**src/rtl/event_timestamp_tagger.sv**
```systemverilog
// Tags synchronised rising edges of an asynchronous detector input with the
// current timestamp and streams the stamps out through a small FIFO.
module event_timestamp_tagger #(
    parameter int unsigned TIMESTAMP_WIDTH  = 64,
    parameter int unsigned FIFO_DEPTH       = 16,
    parameter int unsigned DROP_COUNT_WIDTH = 32
) (
    input  logic                          clk,
    input  logic                          resetn,
    input  logic                          run,
    input  logic [TIMESTAMP_WIDTH-1:0]    timestamp,
    input  logic                          event_in,
    input  logic                          clear_stats,
    output logic [TIMESTAMP_WIDTH-1:0]    m_axis_tdata,
    output logic                          m_axis_tvalid,
    input  logic                          m_axis_tready,
    output logic [$clog2(FIFO_DEPTH):0]   fifo_level,
    output logic [DROP_COUNT_WIDTH-1:0]   dropped_count,
    output logic                          overflow
);

    localparam int unsigned AW = $clog2(FIFO_DEPTH);
    localparam int unsigned LW = AW + 1;

    logic                       s1, s2, s3;
    logic                       ev_c;
    logic                       full_c;
    logic                       pop_c;
    logic                       push_c;
    logic                       drop_c;
    logic [AW-1:0]              wr_ptr, rd_ptr;
    logic [AW-1:0]              rd_next_c;
    logic [LW-1:0]              level_next_c;
    logic [TIMESTAMP_WIDTH-1:0] head_next_c;
    logic [TIMESTAMP_WIDTH-1:0] mem [FIFO_DEPTH];

    // Three-flop synchroniser; the last stage only serves edge detection.
    always_ff @(posedge clk or negedge resetn) begin
        if (!resetn) begin
            s1 <= 1'b0;
            s2 <= 1'b0;
            s3 <= 1'b0;
        end else begin
            s1 <= event_in;
            s2 <= s1;
            s3 <= s2;
        end
    end

    // Push/pop decisions; a pop in the same cycle frees room for a push when full.
    always_comb begin
        ev_c   = s2 & ~s3;
        full_c = (fifo_level == LW'(FIFO_DEPTH));
        pop_c  = m_axis_tvalid & m_axis_tready;
        push_c = ev_c & run & (~full_c | pop_c);
        drop_c = ev_c & run & full_c & ~pop_c;
    end

    // Next head pointer, level, and head word so tdata/tvalid can be registered.
    always_comb begin
        rd_next_c    = pop_c ? rd_ptr + AW'(1) : rd_ptr;
        level_next_c = fifo_level;
        if (push_c && !pop_c) begin
            level_next_c = fifo_level + LW'(1);
        end else if (pop_c && !push_c) begin
            level_next_c = fifo_level - LW'(1);
        end
        if (push_c && (rd_next_c == wr_ptr)) begin
            head_next_c = timestamp;
        end else begin
            head_next_c = mem[rd_next_c];
        end
    end

    always_ff @(posedge clk) begin
        if (push_c) begin
            mem[wr_ptr] <= timestamp;
        end
    end

    always_ff @(posedge clk or negedge resetn) begin
        if (!resetn) begin
            wr_ptr        <= '0;
            rd_ptr        <= '0;
            fifo_level    <= '0;
            m_axis_tvalid <= 1'b0;
            m_axis_tdata  <= '0;
        end else begin
            if (push_c) begin
                wr_ptr <= wr_ptr + AW'(1);
            end
            rd_ptr        <= rd_next_c;
            fifo_level    <= level_next_c;
            m_axis_tvalid <= (level_next_c != '0);
            m_axis_tdata  <= head_next_c;
        end
    end

    // Drop statistics; a clear in the same cycle as a drop takes priority.
    always_ff @(posedge clk or negedge resetn) begin
        if (!resetn) begin
            dropped_count <= '0;
            overflow      <= 1'b0;
        end else if (clear_stats) begin
            dropped_count <= '0;
            overflow      <= 1'b0;
        end else if (drop_c) begin
            if (!(&dropped_count)) begin
                dropped_count <= dropped_count + DROP_COUNT_WIDTH'(1);
            end
            overflow <= 1'b1;
        end
    end

endmodule

```
**config.mk**
```make
export PLATFORM = sky130hd
export DESIGN_NAME = event_timestamp_tagger
export DESIGN_NICKNAME = d
export VERILOG_FILES = /design/src/rtl/event_timestamp_tagger.sv
export SDC_FILE = /design/constraint.sdc
export NUM_CORES = 1
export LEC_CHECK = 0
export BUFFER_PORTS_ARGS = -buffer_cell sky130_fd_sc_hd__buf_2
export CAP_MARGIN = 20
export CORE_ASPECT_RATIO = 0.6
export CORE_MARGIN = 4
export CORE_UTILIZATION = 55
export DETAILED_ROUTE_END_ITERATION = 8
export PLACE_DENSITY_LB_ADDON = 0.08
export SYNTH_ARGS = -nofsm -noshare
export SYNTH_HDL_FRONTEND = slang
export SYNTH_SLANG_ARGS = --single-unit
```
**constraint.sdc**
```tcl
create_clock -name clk -period 6.5 [get_ports clk]
set_clock_uncertainty 0.1 [all_clocks]
set_input_delay 0.325 -clock clk [delete_from_list [all_inputs] [get_ports clk]]
set_output_delay 0.325 -clock clk [all_outputs]
set_load 0.02 [all_outputs]
```
-- Word level (Yosys, flattened, before mapping)
Memory sizes are Yosys's and may differ from the RTL's. A register that Yosys moved wholly into a read port is not among the register bits.
Cells that the tools add are included.
- bits in writable memories: 1024
- memories: 1
- register bits: 50
- bits of input ports: 70
- output and inout port bits: 103
- word-level logic and storage cells: 46
- reduce and logical (&&, ||, !) cells: 9
- equality and inequality tests: 2
- multiplexer cells: 10
- bitwise gates (word level): 10
- $add $sub $neg: 5
- memory list (memory ; depth ; width ; rd ports ; clocked after Yosys merged registers in ; wr ports ; RTL line ; RTL):
    mem ; 16 ; 64 ; 1 ; 1 ; 1 ; 35 ; logic [TIMESTAMP_WIDTH-1:0] mem [FIFO_DEPTH];
- operator list (operator ; number):
    $mux W32 ; 3
    $add A32 B1 Y32 const B ; 1
    $reduce_and A32 Y1 ; 1
    $mux W5 ; 2
    $add A4 B1 Y4 const B ; 2
    $and A1 B1 Y1 ; 6
    $add A5 B1 Y5 const B ; 1
    $eq A5 B5 Y1 const B ; 1
    $reduce_bool A5 Y1 ; 1
    $sub A5 B1 Y5 const B ; 1
    $mux W1 ; 4
    $mux W4 ; 1
    $logic_not A1 Y1 ; 3
    $not A1 Y1 ; 3
    $logic_and A1 B1 Y1 ; 2
    $ne A2 B2 Y1 const B ; 1
    $reduce_and A2 Y1 ; 1
    $reduce_bool A2 Y1 ; 1
    $or A1 B1 Y1 ; 1

-- Logic depth before layout (Yosys ltp)
- depth in word-level cells: 9
- gate-level depth with buffers: 10
- depth with buffers taken out: 8

-- Worst setup path before layout
No wires, ideal clock.
- path kind: register -> register
- from: register fifo_level[0]
- to: memory mem[3][0], enable pin
- path buffers: 1
- required time: 5.836 ns
- path slack: -0.253 ns
- stages on the path, launching flop included: 8
- arrival: 6.088 ns
- clock period less this slack: 6.753 ns
- cell sequence: dfrtp_1 > inv_1 > ha_1 > nor4bb_1 > clkbuf_1 > a21oi_1 > nand2_1 > nor3_1
- word-level cells in the longest chain between the ends: 6
- ends and longest elaborated chain (what ; RTL line ; RTL):
    from (decl) ; 17 ; output logic [$clog2(FIFO_DEPTH):0] fifo_level,
    from (signal assigned) ; 93 ; fifo_level <= level_next_c;
    $eq A5 B5 Y1 ; 53 ; full_c = (fifo_level == LW'(FIFO_DEPTH));
    $not A1 Y1 ; 55 ; push_c = ev_c & run & (~full_c | pop_c);
    $or A1 B1 Y1 ; 55 ;
    $and A1 B1 Y1 ; 55 ;
    $mux W1 ; 76 ; if (push_c) begin
    $mux W1 (not written as such) ; 77 ; mem[wr_ptr] <= timestamp;
    to (decl) ; 35 ;
Every way passes these cells.

-- Worst setup path in the final report
- from: register rd_ptr[0]
- to: register m_axis_tdata[3], read port of mem
- word-level cells in the longest chain between the ends: 2
- ends and longest elaborated chain (what ; RTL line ; RTL):
    from (decl) ; 31 ; logic [AW-1:0] wr_ptr, rd_ptr;
    from (signal assigned) ; 92 ; rd_ptr <= rd_next_c;
    $add A4 B1 Y4 ; 61 ; rd_next_c = pop_c ? rd_ptr + AW'(1) : rd_ptr;
    $mux W4 (*) ; 61 ;
    to (decl) ; 14 ; output logic [TIMESTAMP_WIDTH-1:0] m_axis_tdata,
Mark *: on every way between the ends. The rest lies on a longest branch, timed or not.
A chain may end at the register's enable or synchronous reset.

==> summary.txt <==
Setup path
  – Worst r2r src: rd_ptr[0]$_DFF_PN0_
  – WP data required: approximately 7.0 ns
  – Crit Path Max Fanout: 35
  – Element type at the critical path start: flip-flop
  – Critical Path AT: 4.65 ns
  – R2R depth: 8
  – R2r endpoint: m_axis_tdata[3]$_DFF_PN0_
  – R2R Setup Slk: 2.30 ns
  – Crit. End Element: flip-flop
  – WS Path Type: reg -> reg

Routing
  – DR pass1 iterations: 5
  – Drt initial violations: 2830
  – Avg WL per Cell: 28.26 um
  – DRC Markers: 0
  – Final WL: ~110000 um
  – DR vias: 24380
  – Vias per cell: ~6.5
  – Final ANT Viol Nets: 0

Cells and area
  – Most frequent cells in the layout: 1024 x edfxtp_1, 504 x a22oi_1, 263 x a21oi_1, 171 x buf_2, 114 x dfrtp_1
  – Core Util, Final: 63.59%
  – Fill count: ~5300
  – Final nets: roughly 2800
  – Most common cell after layout, fill and taps aside: edfxtp_1
  – Share of cells above drive strength 1: 16.70%
  – P&R area growth vs syn: 13.84%

Synthesis
  – Syn. warnings: 0
  – Sequential element share of the synthesized area: 79.13%
  – Top FF cell, synth: edfxtp_1
  – Post-synthesis register bit count: 1138
  – Cell area after synthesis: approximately 42000 um2
  – Synth cell types: 56
  – Synth async-reset ratio: around a tenth
  – EDFF count, synth: 1024
  – Mean Syn Cell Area: 17.20 um2
  – Post-Syn Instances: 2469
  – Net Count, Synth: 2547

CTS
  – Sink Count: about 1100
  – CTS H-tree lvls: 3
  – Clock root buffer: clkbuf_16
  – Post-CTS setup buffers: 0
  – Worst-skew pair later-pin latency: 0.66 ns
  – TritonCTS clock tree: done
  – CTS max path bufs: 3
  – Clock transition at path regs: approximately 0.06 ns
  – CTS Buf Count: 99

Timing
  – Fmax: 0.2380 GHz
  – Setup Viol. Count Final: 0
  – Period utilization: about 65%
  – TNS Setup: 0 ns
  – Post-route minimum period: 4.201 ns
  – RSZ-0062 raised after global routing: false
  – Max-slew violation count: 0
  – Final Hold Fails: 0
  – Worst Tran Pin Value: around 1.1 ns
  – Worst slew margin: 27.92%

Floorplanning
  – Die W: 366.7 um
  – Die height: 223.2 um
  – Initial Util: 55.86%
  – Core area: 76030 um2
  – Die Footprint: between 80000 and 90000 um2
  – IO Count: between 150 and 200
  – # rows: 78

GRT
  – Number of global-route vias before repair: 23830
  – GRT Total Usage: 25.65%
  – Global-route wire length before repair: 157500 um
  – Largest net degree at the start of global routing: around 150
  – Initial antenna violation count: 6
  – GRT overflow: 0

Hold path
  – Min-delay worst type: in -> reg
  – Hold wc startpoint: clear_stats
  – Hold path depth: 2
  – Worst hold endpoint: dropped_count[23]$_DFFE_PN0P_

Pwr
  – P per Cell Area: 437.5 nW/um2
  – Net Switching: a little over 7 mW
  – Sw Share: 33.78%
  – Clk pwr share: a little over a quarter
  – Worst vdd ir: 0.0008210 V
  – Internal: 14.01 mW
  – Combinational share of power: 31.6%
  – Sequential power share: 41.0%
  – Lkg Pwr: 15.85 nW

Run
  – Max-cap violations: 0

Placement
  – Port buffer count: 172
  – GPL Wtd Cong: around 0.83
  – DP HPWL: 50960 um

Status
  – Status: finished clean
## how the worst max path moves through the flow
stage | start | endpoint | slack, ns | depth (start not counted)
floorplan | fifo_level[0]$_DFF_PN0_ | mem[15][0]$_DFFE_PP_ | 1.46 | 7
global placement | rd_ptr[0]$_DFF_PN0_ | m_axis_tdata[43]$_DFF_PN0_ | 2.37 | 8
detailed placement | rd_ptr[0]$_DFF_PN0_ | m_axis_tdata[3]$_DFF_PN0_ | 2.34 | 8
CTS | rd_ptr[0]$_DFF_PN0_ | m_axis_tdata[3]$_DFF_PN0_ | 2.32 | 8
global route | rd_ptr[0]$_DFF_PN0_ | m_axis_tdata[3]$_DFF_PN0_ | 2.10 | 8
finish | rd_ptr[0]$_DFF_PN0_ | m_axis_tdata[3]$_DFF_PN0_ | 2.30 | 8
## logic make-up after synthesis
group,share of synthesized area (%)
fa+ha+maj,0.2357
buf+inv,1.918
xor+xnor,0.8485
flops,79.13
simple gates,3.250
compound gates,12.89
mux,1.732
## per-layer routing
layer,part of all wire [%],up-vias,global-route usage (%)
met2,46,1088,39.37
met4,1.6,8,5.217
met5,0.052,-,0
met1,44,12600,39.31
li1,-,10560,-
met3,7.9,126,4.353
## power groups by stage
| stage | logic [mW] | registers, mW | clock network (mW) |
|---|---|---|---|
| 3_5_place_dp | 6.63 | 8.83 | 0 |
| 2_1_floorplan | 4.40 | 8.96 | 0 |
| 5_1_grt | 7.23 | 8.71 | 6.20 |
| 4_1_cts | 6.68 | 8.68 | 5.87 |
| 3_3_place_gp | 6.52 | 8.83 | 0 |
| 6_report | 6.68 | 8.68 | 5.79 |
## per-stage QoR
stage / setup slack (ns) / instance area [um2] / hold WS, ns / instances / total power, mW
3_3_place_gp: 2.367 / 44480 / 0.2453 / 3522 / 15.34
3_5_place_dp: 2.341 / 44480 / 0.2418 / 3522 / 15.46
4_1_cts: 2.322 / 48340 / 0.04526 / 3773 / 21.23
6_report: 2.299 / 48350 / 0.07620 / 3774 / 21.15
2_1_floorplan: 1.463 / 42490 / -0.07059 / 2469 / 13.37
5_1_grt: 2.103 / 48350 / 0.08257 / 3774 / 22.14
## registers in the layout (all words and copies together) (netlist names)
register,count
wr_ptr,4
rd_ptr,4
s1,1
s2,1
dropped_count,32
m_axis_tvalid,1
overflow,1
m_axis_tdata,64
mem,1024
s3,1
fifo_level,5
## worst max-delay path: stages (launching register included)
cell	delay, ns
dfrtp_1	0.85
ha_1	0.42
nand3b_1	0.36
o21ai_0	0.16
o21ai_0	0.11
nor3_1	0.35
nand3_4	0.71
buf_4	0.62
mux2_2	0.36
## layout make-up
cell class / instances / area (um2) / share of cell area, %
Antenna cell: 1 / 2.502 / 0.005176
Clock buffer: 139 / 2819 / 5.831
Clock inverter: 46 / 386.6 / 0.7997
Inverter: 6 / 22.52 / 0.04659
Multi-Input combinational cell: 1163 / 8223 / 17.01
Sequential cell: 1138 / 33600 / 69.50
Tap cell: 1000 / 1251 / 2.588
Timing Repair Buffer: 281 / 2038 / 4.216
## what timing repair did
item	in CTS	in global routing
gates resized for setup	0	0
setup endpoints to repair	0	0
hold endpoints to repair	1116	0
hold buffers	66	0
## synth_stat cells (2+ instances only)
| library cell | instances | area (um2) |
|---|---|---|
| buf_4 | 4 | 30.03 |
| and4_1 | 3 | 26.28 |
| a22oi_1 | 504 | 3784 |
| nand4b_1 | 2 | 17.52 |
| ha_1 | 8 | 100.1 |
| nand4_1 | 10 | 62.56 |
| and3_1 | 4 | 25.02 |
| xnor2_1 | 35 | 306.5 |
| o22ai_1 | 8 | 50.05 |
| nand2b_1 | 5 | 31.28 |
| a21oi_1 | 263 | 1316 |
| or4_1 | 63 | 473.0 |
| nand3_1 | 19 | 95.09 |
| buf_2 | 57 | 285.3 |
| o21ai_4 | 3 | 48.80 |
| mux2_2 | 63 | 709.4 |
| nor3_1 | 20 | 100.1 |
| nor4_1 | 10 | 62.56 |
| dfrtp_1 | 114 | 2853 |
| edfxtp_1 | 1024 | 30750 |
| nand3_2 | 2 | 20.02 |
| buf_6 | 13 | 146.4 |
| inv_1 | 6 | 22.52 |
| o21ai_0 | 20 | 100.1 |
| nand2_1 | 25 | 93.84 |
| or3_1 | 8 | 50.05 |
| nor4bb_1 | 3 | 30.03 |
| nand3b_1 | 2 | 15.01 |
| o221ai_1 | 8 | 70.07 |
| a21o_1 | 2 | 15.01 |
| clkbuf_1 | 80 | 300.3 |
| xor2_1 | 3 | 26.28 |
| nor2_1 | 48 | 180.2 |
| buf_1 | 8 | 30.03 |
Power figures use the tool's default switching activity.
